--- src/rtl/out_port_ctrl_pkg.sv ---
// Shared types and constants for the basic-computer output port controller.
package out_port_ctrl_pkg;

  localparam int unsigned DATA_W_DEF = 8;
  localparam int unsigned SYNC_DEPTH = 2;

  typedef enum logic [1:0] {
    ST_IDLE    = 2'd0,
    ST_REQ     = 2'd1,
    ST_RELEASE = 2'd2
  } state_t;

endpackage

--- src/rtl/out_port_ctrl_sync_2ff.sv ---
// Two-flop synchroniser for an asynchronous single-bit device signal.
module sync_2ff
  import out_port_ctrl_pkg::*;
(
  input  logic clk,
  input  logic reset,
  input  logic d,
  output logic q
);

  logic [SYNC_DEPTH-1:0] sr;

  always_ff @(posedge clk or negedge reset) begin
    if (!reset) sr <= '0;
    else        sr <= {sr[SYNC_DEPTH-2:0], d};
  end

  assign q = sr[SYNC_DEPTH-1];

endmodule

--- src/rtl/out_port_ctrl.sv ---
// OUTR/FGO output controller: four-phase req/ack transmit with timeout and sticky errors.
module out_port_ctrl
  import out_port_ctrl_pkg::*;
#(
  parameter int unsigned DATA_W    = DATA_W_DEF,
  parameter int unsigned TO_CYCLES = 255,
  parameter int unsigned CNT_W     = 8
) (
  input  logic              clk,
  input  logic              reset,
  input  logic              outr_ld,
  input  logic [DATA_W-1:0] ac_in,
  input  logic              ien,
  input  logic              err_clr,
  input  logic              dev_ack,
  output logic              dev_req,
  output logic [DATA_W-1:0] dev_data,
  output logic              fgo,
  output logic              fgo_rise,
  output logic              int_out,
  output logic              ovr_err,
  output logic              to_err
);

  state_t              state_q, state_n;
  logic                fgo_q, fgo_n;
  logic [DATA_W-1:0]   outr_q, outr_n;
  logic [CNT_W-1:0]    cnt_q, cnt_n, cnt_inc;
  logic                req_q, req_n;
  logic                rise_q, rise_n;
  logic                int_q, int_n;
  logic                ovr_q, ovr_n;
  logic                to_q, to_n;
  logic                ack_s;
  logic                timeout;
  logic                done;

  sync_2ff u_ack_sync (
    .clk   (clk),
    .reset (reset),
    .d     (dev_ack),
    .q     (ack_s)
  );

  always_ff @(posedge clk or negedge reset) begin
    if (!reset) begin
      state_q <= ST_IDLE;
      fgo_q   <= 1'b1;
      outr_q  <= '0;
      cnt_q   <= '0;
      req_q   <= 1'b0;
      rise_q  <= 1'b0;
      int_q   <= 1'b0;
      ovr_q   <= 1'b0;
      to_q    <= 1'b0;
    end else begin
      state_q <= state_n;
      fgo_q   <= fgo_n;
      outr_q  <= outr_n;
      cnt_q   <= cnt_n;
      req_q   <= req_n;
      rise_q  <= rise_n;
      int_q   <= int_n;
      ovr_q   <= ovr_n;
      to_q    <= to_n;
    end
  end

  // Saturating counter; timeout fires on the edge the count reaches TO_CYCLES.
  assign cnt_inc = (cnt_q == '1) ? cnt_q : cnt_q + CNT_W'(1);
  assign timeout = (TO_CYCLES != 0) && (cnt_inc == CNT_W'(TO_CYCLES));

  always_comb begin
    state_n = state_q;
    fgo_n   = fgo_q;
    outr_n  = outr_q;
    cnt_n   = cnt_q;
    ovr_n   = ovr_q;
    to_n    = to_q;
    done    = 1'b0;

    if (err_clr) begin
      ovr_n = 1'b0;
      to_n  = 1'b0;
    end
    if (outr_ld && !fgo_q) ovr_n = 1'b1;

    case (state_q)
      ST_IDLE: begin
        if (outr_ld && fgo_q) begin
          outr_n  = ac_in;
          fgo_n   = 1'b0;
          cnt_n   = '0;
          state_n = ST_REQ;
        end
      end
      ST_REQ: begin
        if (ack_s) begin
          state_n = ST_RELEASE;
          cnt_n   = '0;
        end else begin
          cnt_n = cnt_inc;
          if (timeout) begin
            done = 1'b1;
            to_n = 1'b1;
          end
        end
      end
      ST_RELEASE: begin
        if (!ack_s) begin
          done = 1'b1;
        end else begin
          cnt_n = cnt_inc;
          if (timeout) begin
            done = 1'b1;
            to_n = 1'b1;
          end
        end
      end
      default: begin
        state_n = ST_IDLE;
        fgo_n   = 1'b1;
      end
    endcase

    if (done) begin
      state_n = ST_IDLE;
      fgo_n   = 1'b1;
    end

    // dev_req registered from next state so it tracks the state without lag.
    req_n  = (state_n == ST_REQ);
    rise_n = fgo_n & ~fgo_q;
    int_n  = fgo_q & ien;
  end

  assign dev_req  = req_q;
  assign dev_data = outr_q;
  assign fgo      = fgo_q;
  assign fgo_rise = rise_q;
  assign int_out  = int_q;
  assign ovr_err  = ovr_q;
  assign to_err   = to_q;

endmodule

--- config.mk ---
export PLATFORM = sky130hd
export DESIGN_NAME = out_port_ctrl
export DESIGN_NICKNAME = d
export VERILOG_FILES = /design/src/rtl/out_port_ctrl_pkg.sv /design/src/rtl/out_port_ctrl_sync_2ff.sv /design/src/rtl/out_port_ctrl.sv
export SDC_FILE = /design/constraint.sdc
export NUM_CORES = 1
export LEC_CHECK = 0
export BUFFER_PORTS_ARGS = -buffer_cell sky130_fd_sc_hd__buf_2
export CAP_MARGIN = 20
export CORE_MARGIN = 5
export CORE_UTILIZATION = 45
export CTS_BUF_LIST = sky130_fd_sc_hd__clkbuf_2
export CTS_CLUSTER_DIAMETER = 50
export DETAILED_ROUTE_END_ITERATION = 7
export GPL_TIMING_DRIVEN = 0
export HOLD_SLACK_MARGIN = 0.06
export PLACE_DENSITY = 0.66
export SYNTH_ARGS = -nofsm -noshare
export SYNTH_HDL_FRONTEND = slang
export SYNTH_HIERARCHICAL = 1
export SYNTH_SLANG_ARGS = --single-unit
--- constraint.sdc ---
create_clock -name clk -period 3.4 [get_ports clk]
set_input_delay 0.34 -clock clk [delete_from_list [all_inputs] [get_ports clk]]
set_output_delay 0.34 -clock clk [all_outputs]
set_load 0.005 [all_outputs]
=== After elaboration in Yosys (flattened, before gate mapping) ===
Index checks and enable logic that the tools add are counted.

* $add $sub $neg: 1
* Bitwise logic cells: 3
* Eq/ne operators: 7
* Multiplexer cells: 23
* Reduce and logical (&&, ||, !) cells: 9

{| class="wikitable"
|+ Operators with widths
! kind !! count
|-
| $mux W8 || 4
|-
| $pmux W8 S3 || 1
|-
| $eq A8 B8 Y1 const B || 2
|-
| $mux W1 || 11
|-
| $add A8 B1 Y8 const B || 1
|-
| $mux W2 || 3
|-
| $pmux W1 S2 || 3
|-
| $pmux W2 S3 || 1
|-
| $eq A2 B1 Y1 const B || 2
|-
| $reduce_and A3 Y1 || 1
|-
| $reduce_bool A3 Y1 || 1
|-
| $and A1 B1 Y1 || 2
|-
| $eq A2 B2 Y1 const B || 1
|-
| $logic_and A1 B1 Y1 || 2
|-
| $logic_not A2 Y1 || 1
|-
| $ne A2 B1 Y1 const B || 1
|-
| $ne A2 B2 Y1 const B || 1
|-
| $reduce_and A2 Y1 || 1
|-
| $reduce_bool A2 Y1 || 1
|-
| $reduce_or A2 Y1 || 1
|-
| $logic_not A1 Y1 || 1
|-
| $not A1 Y1 || 1
|}

* Output and inout port bits: 14
* Register bits: 26
* Bits of input ports: 14

=== Depth between registers and ports, before layout ===
Gate-level depths: netlist of run 1.

* Depth after elaboration: 8
* Gate-level depth with buffers: 7

=== Hierarchy ===
Netlist of run 1, hierarchy kept.

{| class="wikitable"
|+ Modules (own cells, without submodules)
! module !! cells an instance !! instances !! area each (um^2)
|-
| out_port_ctrl || 121 || 1 || 1285.0
|-
| sync_2ff || 2 || 1 || 50.0
|}

=== Least setup slack after synthesis of run 1 ===
OpenSTA, ideal clock, no wires.

* Kind: flip-flop to flip-flop
* From: register cnt_q[0]
* To: register req_q, in the netlist dev_req
* Cell stages (with the launch flop): 5
* Arrival: 1547 ps
* Setup slack: 1757 ps
* Clock period less this slack: 1643 ps
* Setup time: 96 ps
* Cell sequence: dfrtp_1 ha_1 or4_4 and2_4 a311oi_2

* Word-level cells in the longest chain between the ends: 8
* Elaborated cells between the ends (all ways): 10
* Those cells by class: 1 x add/sub; 3 x eq/ne; 6 x mux

{| class="wikitable"
|+ RTL lines
! what !! line !! RTL
|-
| start, declared || out_port_ctrl.sv:28 || <nowiki>logic [CNT_W-1:0] cnt_q, cnt_n, cnt_inc;</nowiki>
|-
| start signal, assigned || out_port_ctrl.sv:60 || <nowiki>cnt_q <= cnt_n;</nowiki>
|-
| $add A8 B1 Y8 or $eq A8 B8 Y1 (tied branches) || out_port_ctrl.sv:70 || <nowiki>assign cnt_inc = (cnt_q == '1) ? cnt_q : cnt_q + CNT_W'(1);</nowiki>
|-
| $mux W8 * || out_port_ctrl.sv:70 ||
|-
| $eq A8 B8 Y1 * || out_port_ctrl.sv:71 || <nowiki>assign timeout = (TO_CYCLES != 0) && (cnt_inc == CNT_W'(TO_CYCLES));</nowiki>
|-
| $mux W1 * || out_port_ctrl.sv:103, out_port_ctrl.sv:114 ||
|-
| $mux W1, on equally long branches || out_port_ctrl.sv:110, out_port_ctrl.sv:98 ||
|-
| $pmux W1 S2 * || out_port_ctrl.sv:88 || <nowiki>case (state_q)</nowiki>
|-
| $mux W2 * || out_port_ctrl.sv:126 || <nowiki>if (done) begin</nowiki>
|-
| $eq A2 B1 Y1 * || out_port_ctrl.sv:132 || <nowiki>req_n = (state_n == ST_REQ);</nowiki>
|-
| named net req_n || out_port_ctrl.sv:29 || <nowiki>logic req_q, req_n;</nowiki>
|-
| end signal, assigned || out_port_ctrl.sv:61 || <nowiki>req_q <= req_n;</nowiki>
|-
| end, declared || out_port_ctrl.sv:29 ||
|}

Mark *: on every way through the listed nets, which the timed path passes. The rest lies on a longest branch.
A chain may end at the register's enable or synchronous reset.

=== Worst setup path after layout of run 1 ===
* From: register state_q[1]
* To: register cnt_q[6]

* Word-level cells in the longest chain between the ends: 3
* Elaborated cells between the ends (all ways): 8
* Those cells by class: 4 x eq/ne; 1 x mux; 3 x reduce/logical

{| class="wikitable"
|+ RTL lines
! what !! line !! RTL
|-
| start, declared || out_port_ctrl.sv:25 || <nowiki>state_t state_q, state_n;</nowiki>
|-
| start signal, assigned || out_port_ctrl.sv:57 || <nowiki>state_q <= state_n;</nowiki>
|-
| $eq A2 B2 Y1 (tied with other cells) || out_port_ctrl.sv:88 ||
|-
| $ne A2 B1 Y1 (no line) (tied with other cells) || -- ||
|-
| $reduce_and A3 Y1 (no line) || -- ||
|}

Several ways; a longest one is shown, not always the timed one.

==> reports/metrics.csv, run 1 <==
metric,value,unit
WL final,2770,um
syn_nets,142,
Worst Path Required,3.70,ns
initial antenna violation count,0,
post-layout worst setup margin,1.39,ns
Critical Path AT,2.31,ns
Worst Skew,0.00261,ns
ys async rst share,100,%
final setup violation count,0,
first-pass GRT wire length,4740,um
Hold Crit Class,in2reg,
Root Buffer,clkbuf_2,
Vias,1066,
wire length per cell,14.8,um
Sink Count,26,
worst-margin pin slew,0.554,ns
Area Overhead vs Synth,17.9,%
CTS Buffer Depth,2,
status,completed,
vias in the first global route,1048,
Fmax achieved,497,MHz
routability cong.,0.924,
synth unique cells,40,
via density per instance,5.70,
Clock transition at path regs,0.24,ns
gr usage total,14.3,%
largest family of logic cells by synthesized area,compound AO/OA/AOI/OAI gates,
# H-tree levels,1,
cell count of the worst hold path,2,
Die Wd,64.5,um
Area contributors post-synth,"dfrtp_1 (47%), mux2_2 (7.6%), ha_1 (4.7%), o21ai_0 (3.4%), a21oi_1 (2.6%)",
synthesized cell area,1340,um2
CP Capture Type,flip-flop,
adder-cell share of the synthesized area,4.69,%
clk_lat worst skew,0.35,ns
CTS tree,built,
"FF+latch count, synth",26,
Post-Syn Instances,123,
initial drt markers,45,
dpl ws,1.48,ns
Max-Slew Margin vs Limit,63.1,%
pin count of the biggest net entering global routing,27,
filler cell count,256,
initial core utilization,47.6,%
synth warn,6,
PD cells,751,nW/um2
syn_area_per_cell,10.9,um2
Die Y,64.5,um
Startpoint Class,flip-flop,
setup TNS,0,ns
post_cts resized,0,
max-slew violations,0,
VDD IR max,0.394,mV
DR pass1 iterations,4,
worst-path maximum fanout,10,
Synth Flop Type,dfrtp_1,
Synth Area in Compound Gates,18.7,%
path depth of the worst reg2reg path,7,
Commonest cells post-synth,"dfrtp_1 (25), mux2_2 (9), o21ai_0 (9)",
Site Rows,19,
final period utilization,59.2,%
post-synth top area cell,dfrtp_1,
Final #Nets,176,
I/O pin total,28,
GR Overflow Total,0,
static leakage,0.737,nW
unrepaired setup endpoints after global routing,no,
Synth Area in XOR/XNOR,0,%
mux share of post-synthesis cell area,9.09,%
Diodes inserted,0,
DPL Wire Length,2120,um
CP Class,reg2reg,
die area,4160,um2
crit path time final,2.01,ns
final hold violations,0,
post-route ant nets,0,
most instantiated library cell after synthesis,dfrtp_1,
Post-Synth Simple-Gate Area,16.0,%
Max Cap Viol,0,
total clock buffers created by CTS,3,
I/O Buffers,27,
number of synthesized flops with an enable pin,0,
layout cells sized above 1,30.8,%
post-synth top area share,46.9,%
drt drc,0,
post-synthesis sequential area ratio,48.8,%
area of the core,2810,um2
-- layout make-up --
type | count | area, um2 | area share (%)
tap | 31 | 38.8 | 2.46
timing repair buffer | 29 | 155 | 9.86
multi-input combinational | 89 | 648 | 41.2
inverter | 6 | 22.5 | 1.43
buffer | 2 | 12.5 | 0.795
sequential | 26 | 652 | 41.4
clock inverter | 1 | 30.0 | 1.91
clock buffer | 3 | 15.0 | 0.954
-- routing by layer --
metal | routed length, um | vias up | track usage, %
li1 | - | 526 | -
met1 | 1220 | 515 | 17.8
met2 | 1400 | 23 | 24.6
met3 | 131 | 2 | 2.59
met4 | 18 | 0 | 5.80
met5 | 0 | - | 0
-- registers in the layout, indices dropped and copies added (netlist names), 2 cells and up --
signal         count
cnt_q              8
dev_data           8
state_q            2
u_ack_sync/sr      2
-- metrics by stage --
stage / utilization, % / power, mW / hold slack [ns] / std cells / cell area [um2]
after floorplan: - / 0.820 / 0.0444 / 123 / 1340
after global placement: 53.8 / 0.976 / 0.333 / 181 / 1510
after detailed placement: 53.8 / 0.994 / 0.346 / 181 / 1510
after CTS: 56.1 / 1.19 / 0.123 / 187 / 1570
after global routing: 56.1 / 1.28 / 0.0978 / 187 / 1570
final: 56.1 / 1.18 / 0.142 / 187 / 1570
-- worst max-delay path: stages, from the launching register on --
cell and delay [ns]:
dfrtp_1 0.47, inv_1 0.08, ha_1 0.38, nor2_1 0.08
nor3_1 0.39, buf_2 0.32, a31oi_1 0.11, a21oi_1 0.13
-- logic make-up after synthesis --
| family | after synthesis |
|---|---|
| mux | 11 |
| fa+ha+maj | 5 |
| buf+inv | 8 |
| simple gates | 36 |
| flops | 26 |
| compound gates | 37 |
-- path summary, 6_finish.rpt --
path	slack, ns	from	end
max	1.39	state_q[1]	cnt_q[6]
min	0.14	err_clr	ovr_err
min reg2reg	0.39	u_ack_sync/sr[0]	u_ack_sync/sr[1]
min in group asynchronous	0.46	reset	cnt_q[5]
max reg2reg	1.39	state_q[1]	cnt_q[6]
max in group asynchronous	2.56	reset	fgo
-- where the power goes --
group	switching (mW)	total (mW)	internal, mW	leakage [nW]
clock	0.0922	0.193	0.101	0.0266
sequential	0.0563	0.457	0.401	0.332
combinational	0.286	0.531	0.245	0.378
total	0.434	1.18	0.747	0.737
-- cells in the final DEF, fill, tap and decap left out, drive strengths merged, types with 3 or more instances in the layout --
cell / n
o21a: 3
ha: 5
nand4: 3
nand2: 4
and2: 3
nand3: 7
inv: 6
clkbuf: 3
mux2: 9
nor2: 5
a21oi: 7
o21ai: 9
dfrtp: 25
buf: 29
nor2b: 4
-- timing repair --
item,in CTS,in global routing
endpoints found under the setup margin,0,0
endpoints found under the hold margin,26,0
hold buffers,2,0
setup buffers,0,0
(Power assumes the default switching activity.)
==> run 2: changes to the inputs <==
--- a/config.mk
+++ b/config.mk
@@ -5,6 +5,7 @@
 export SDC_FILE = /design/constraint.sdc
 export NUM_CORES = 1
 export LEC_CHECK = 0
+export ABC_AREA = 1
 export BUFFER_PORTS_ARGS = -buffer_cell sky130_fd_sc_hd__buf_2
 export CAP_MARGIN = 20
 export CORE_MARGIN = 5
@@ -14,7 +15,7 @@
 export DETAILED_ROUTE_END_ITERATION = 7
 export GPL_TIMING_DRIVEN = 0
 export HOLD_SLACK_MARGIN = 0.06
-export PLACE_DENSITY = 0.66
+export PLACE_DENSITY = 0.68
 export SYNTH_ARGS = -nofsm -noshare
 export SYNTH_HDL_FRONTEND = slang
 export SYNTH_HIERARCHICAL = 1
==> constraint.sdc (replaced) <==
create_clock -name clk -period 1.8 [get_ports clk]
set_input_delay 0.18 -clock clk [delete_from_list [all_inputs] [get_ports clk]]
set_output_delay 0.18 -clock clk [all_outputs]
set_load 0.005 [all_outputs]
==> run 2 against run 1 <==
  * Setup slack worse by 1.3 ns
  * Sequential share of layout area down 7.7 points
  * Synthesized cell count up 50%
  * Synthesized area up 5.7%
  * Maximum frequency up 16%
  * Flip-flop and latch count unchanged
  * Non-clock buffer count up 25
==> reports/metrics.csv, run 2 <==
metric,value,unit,change
status,completed,,
Synth Flop Type,dfrtp_1,,
initial drt markers,53,,+18%
# H-tree levels,1,,unchanged
crit path from,cnt_q[0],,
via density per instance,4.70,,-18%
post-synth top area share,44.3,%,-2.5 points
post-synth top area cell,dfrtp_1,,
Pwr Total,2.35,mW,+99%
gr usage total,16.1,%,+1.8 points
CP Class,reg2reg,,
DPL Wire Length,2080,um,-1.5%
layout cells sized above 1,31.4,%,+0.64 points
Clock power frac,9.7,%,-6.7 points
r2r startpoint,cnt_q[0],,
Sw Share,41.4,%,+4.7 points
post-route ant nets,0,,unchanged
Synth Area in Compound Gates,8.07,%,-11 points
Vias,1345,,+26%
Startpoint Class,flip-flop,,
Post-Syn Instances,184,,+50%
"most common cell after layout, fill and taps aside",nand2_1,,
CP Capture Type,flip-flop,,
Worst Skew,0.00998,ns,+0.00736 ns
static leakage,1.02,nW,+39%
adder-cell share of the synthesized area,4.43,%,-0.25 points
WL final,3480,um,+26%
DR pass1 iterations,4,,unchanged
first-pass GRT wire length,5460,um,+15%
number of synthesized flops with an enable pin,0,,unchanged
mux share of post-synthesis cell area,0,%,-9.1 points
routability cong.,0.855,,-7.5%
min-delay src,outr_ld,,
syn_nets,203,,+43%
initial antenna violation count,0,,unchanged
initial core utilization,46.6,%,-0.98 points
final hold violations,0,,unchanged
worst-path maximum fanout,4,,-6
synthesized cell area,1410,um2,+5.7%
worst hold margin,0.113,ns,-0.0293 ns
most frequent cells in the layout,"nand2_1 (53), buf_2 (28), dfrtp_1 (25)",,
final period utilization,96.4,%,+37 points
Die Y,66.0,um,+2.4%
largest family of logic cells by synthesized area,simple AND/OR/NAND/NOR gates,,
filler cell count,257,,+0.39%
VDD IR max,0.755,mV,+91%
clk_lat worst skew,0.36,ns,about the same
I/O pin total,28,,unchanged
synth unique cells,21,,-48%
syn_area_per_cell,7.67,um2,-29%
post-synthesis sequential area ratio,46.2,%,-2.6 points
register area,652,um2,unchanged
Area contributors post-synth,"dfrtp_1 (44%), nand2_1 (16%), inv_1 (7.2%), nand3_1 (7.1%), ha_1 (4.4%)",,
area of the core,3030,um2,+7.9%
Flop pwr share,37.1,%,-1.6 points
CTS tree,built,,
Site Rows,20,,+1
Critical Path AT,2.05,ns,-0.26 ns
Post-Synth Simple-Gate Area,32.1,%,+16 points
total clock buffers created by CTS,3,,unchanged
Synth Area in XOR/XNOR,0.621,%,+0.62 points
I/O Buffers,27,,unchanged
Sink Count,26,,unchanged
pin count of the biggest net entering global routing,27,,unchanged
GR Overflow Total,0,,unchanged
Max-Slew Margin vs Limit,61.5,%,-1.5 points
worst-margin pin slew,0.577,ns,+0.0228 ns
most instantiated library cell after synthesis,nand2_1,,
Hold Crit Class,in2reg,,
Commonest cells post-synth,"nand2_1 (59), inv_1 (27), dfrtp_1 (25)",,
Max Cap Viol,0,,unchanged
"FF+latch count, synth",26,,unchanged
vias in the first global route,1304,,+24%
Die Wd,66.0,um,+2.4%
Worst Path Required,2.11,ns,-1.59 ns
crit path time final,1.73,ns,-0.277 ns
CTS Buffer Depth,2,,unchanged
final core utilization,63.9,%,+7.8 points
NetSw,0.975,mW,+120%
die area,4360,um2,+4.8%
synth warn,6,,unchanged
ys async rst share,100,%,unchanged
internal power,1.38,mW,+84%
Final #Nets,262,,+49%
Fmax achieved,576,MHz,+16%
Clock transition at path regs,0.25,ns,about the same
final setup violation count,0,,unchanged
drt drc,0,,unchanged
Root Buffer,clkbuf_2,,
Diodes inserted,0,,unchanged
PD cells,1220,nW/um2,+62%
Area Overhead vs Synth,37.1,%,
wire length per cell,12.2,um,-18%
Comb power frac,53.2,%,+8.3 points
max-slew violations,0,,unchanged
Multi-input gate area,712,um2,+9.8%
## run 2: final timing paths
path / endpoint / depth (start not counted) / slack [ns]
worst max-delay path: fgo_rise / 13 / 0.07
worst min-delay path: fgo / 4 / 0.11
worst max register to register: fgo_rise / 13 / 0.07
worst min register to register: u_ack_sync/sr[1] / 0 / 0.39
max in group asynchronous: fgo / 2 / 1.11
min in group asynchronous: dev_data[5] / 2 / 0.30
## run 2: layout make-up
cell class	instances	share of cell area (%)
Buffer	2	0.970
Clock buffer	3	0.776
Clock inverter	1	0.194
Inverter	29	5.75
Multi-Input combinational cell	127	36.8
Sequential cell	26	33.7
Tap cell	44	2.84
Timing Repair Buffer	54	19.0
## run 2: cells by family (layout without fill, tap and decap cells)
group	after synthesis	after routing
adder cells (fa/ha/maj)	5	5
AO/OA/AOI/OAI	19	19
flip-flops	26	26
AND/OR/NAND/NOR	102	102
XOR/XNOR	1	1
buffers and inverters	31	89
## run 2: worst max-delay path: stages, from the launching register on
cell and delay (ns):
dfrtp_1 0.47, ha_4 0.19, buf_4 0.13, nand3_1 0.07
o21bai_1 0.07, nand2_1 0.11, nand3_2 0.08, nor2_2 0.13
nand2_1 0.08, nand2_1 0.08, nand2_2 0.06, nand2_2 0.08
inv_2 0.04, nor2_2 0.08
## run 2: what timing repair did
action / 4_1_cts / 5_1_grt
endpoints found under the hold margin: 36 / 0
setup buffers: 3 / 10
pin swaps: 1 / 17
resized for setup: 1 / 25
endpoints found under the setup margin: 14 / 14
hold buffers: 13 / 0
gates cloned: 0 / 1
## run 2: through the flow
step / instance area (um2) / setup TNS (ns) / std cells / setup WS, ns
2_1_floorplan: 1410 / 0 / 184 / 0.192
3_5_place_dp: 1600 / -1.17 / 255 / -0.149
6_report: 1940 / 0 / 286 / 0.0651
3_3_place_gp: 1600 / -0.878 / 255 / -0.113
5_1_grt: 1940 / -0.0784 / 286 / -0.0494
4_1_cts: 1780 / 0 / 275 / 0.00257
## run 2: routing by layer
metal,GRT usage (%),wire [um]
met3,2.38,112
met2,29.5,1820
met5,0,0
met4,5.08,27
met1,19.2,1520
## run 2: power groups by stage
stage | sequential [mW] | combinational (mW) | clock, mW
floorplan | 0.883 | 0.622 | 0
global placement | 0.881 | 0.914 | 0
detailed placement | 0.876 | 0.931 | 0
CTS | 0.862 | 0.997 | 0.234
global route | 0.898 | 1.41 | 0.250
finish | 0.873 | 1.25 | 0.228
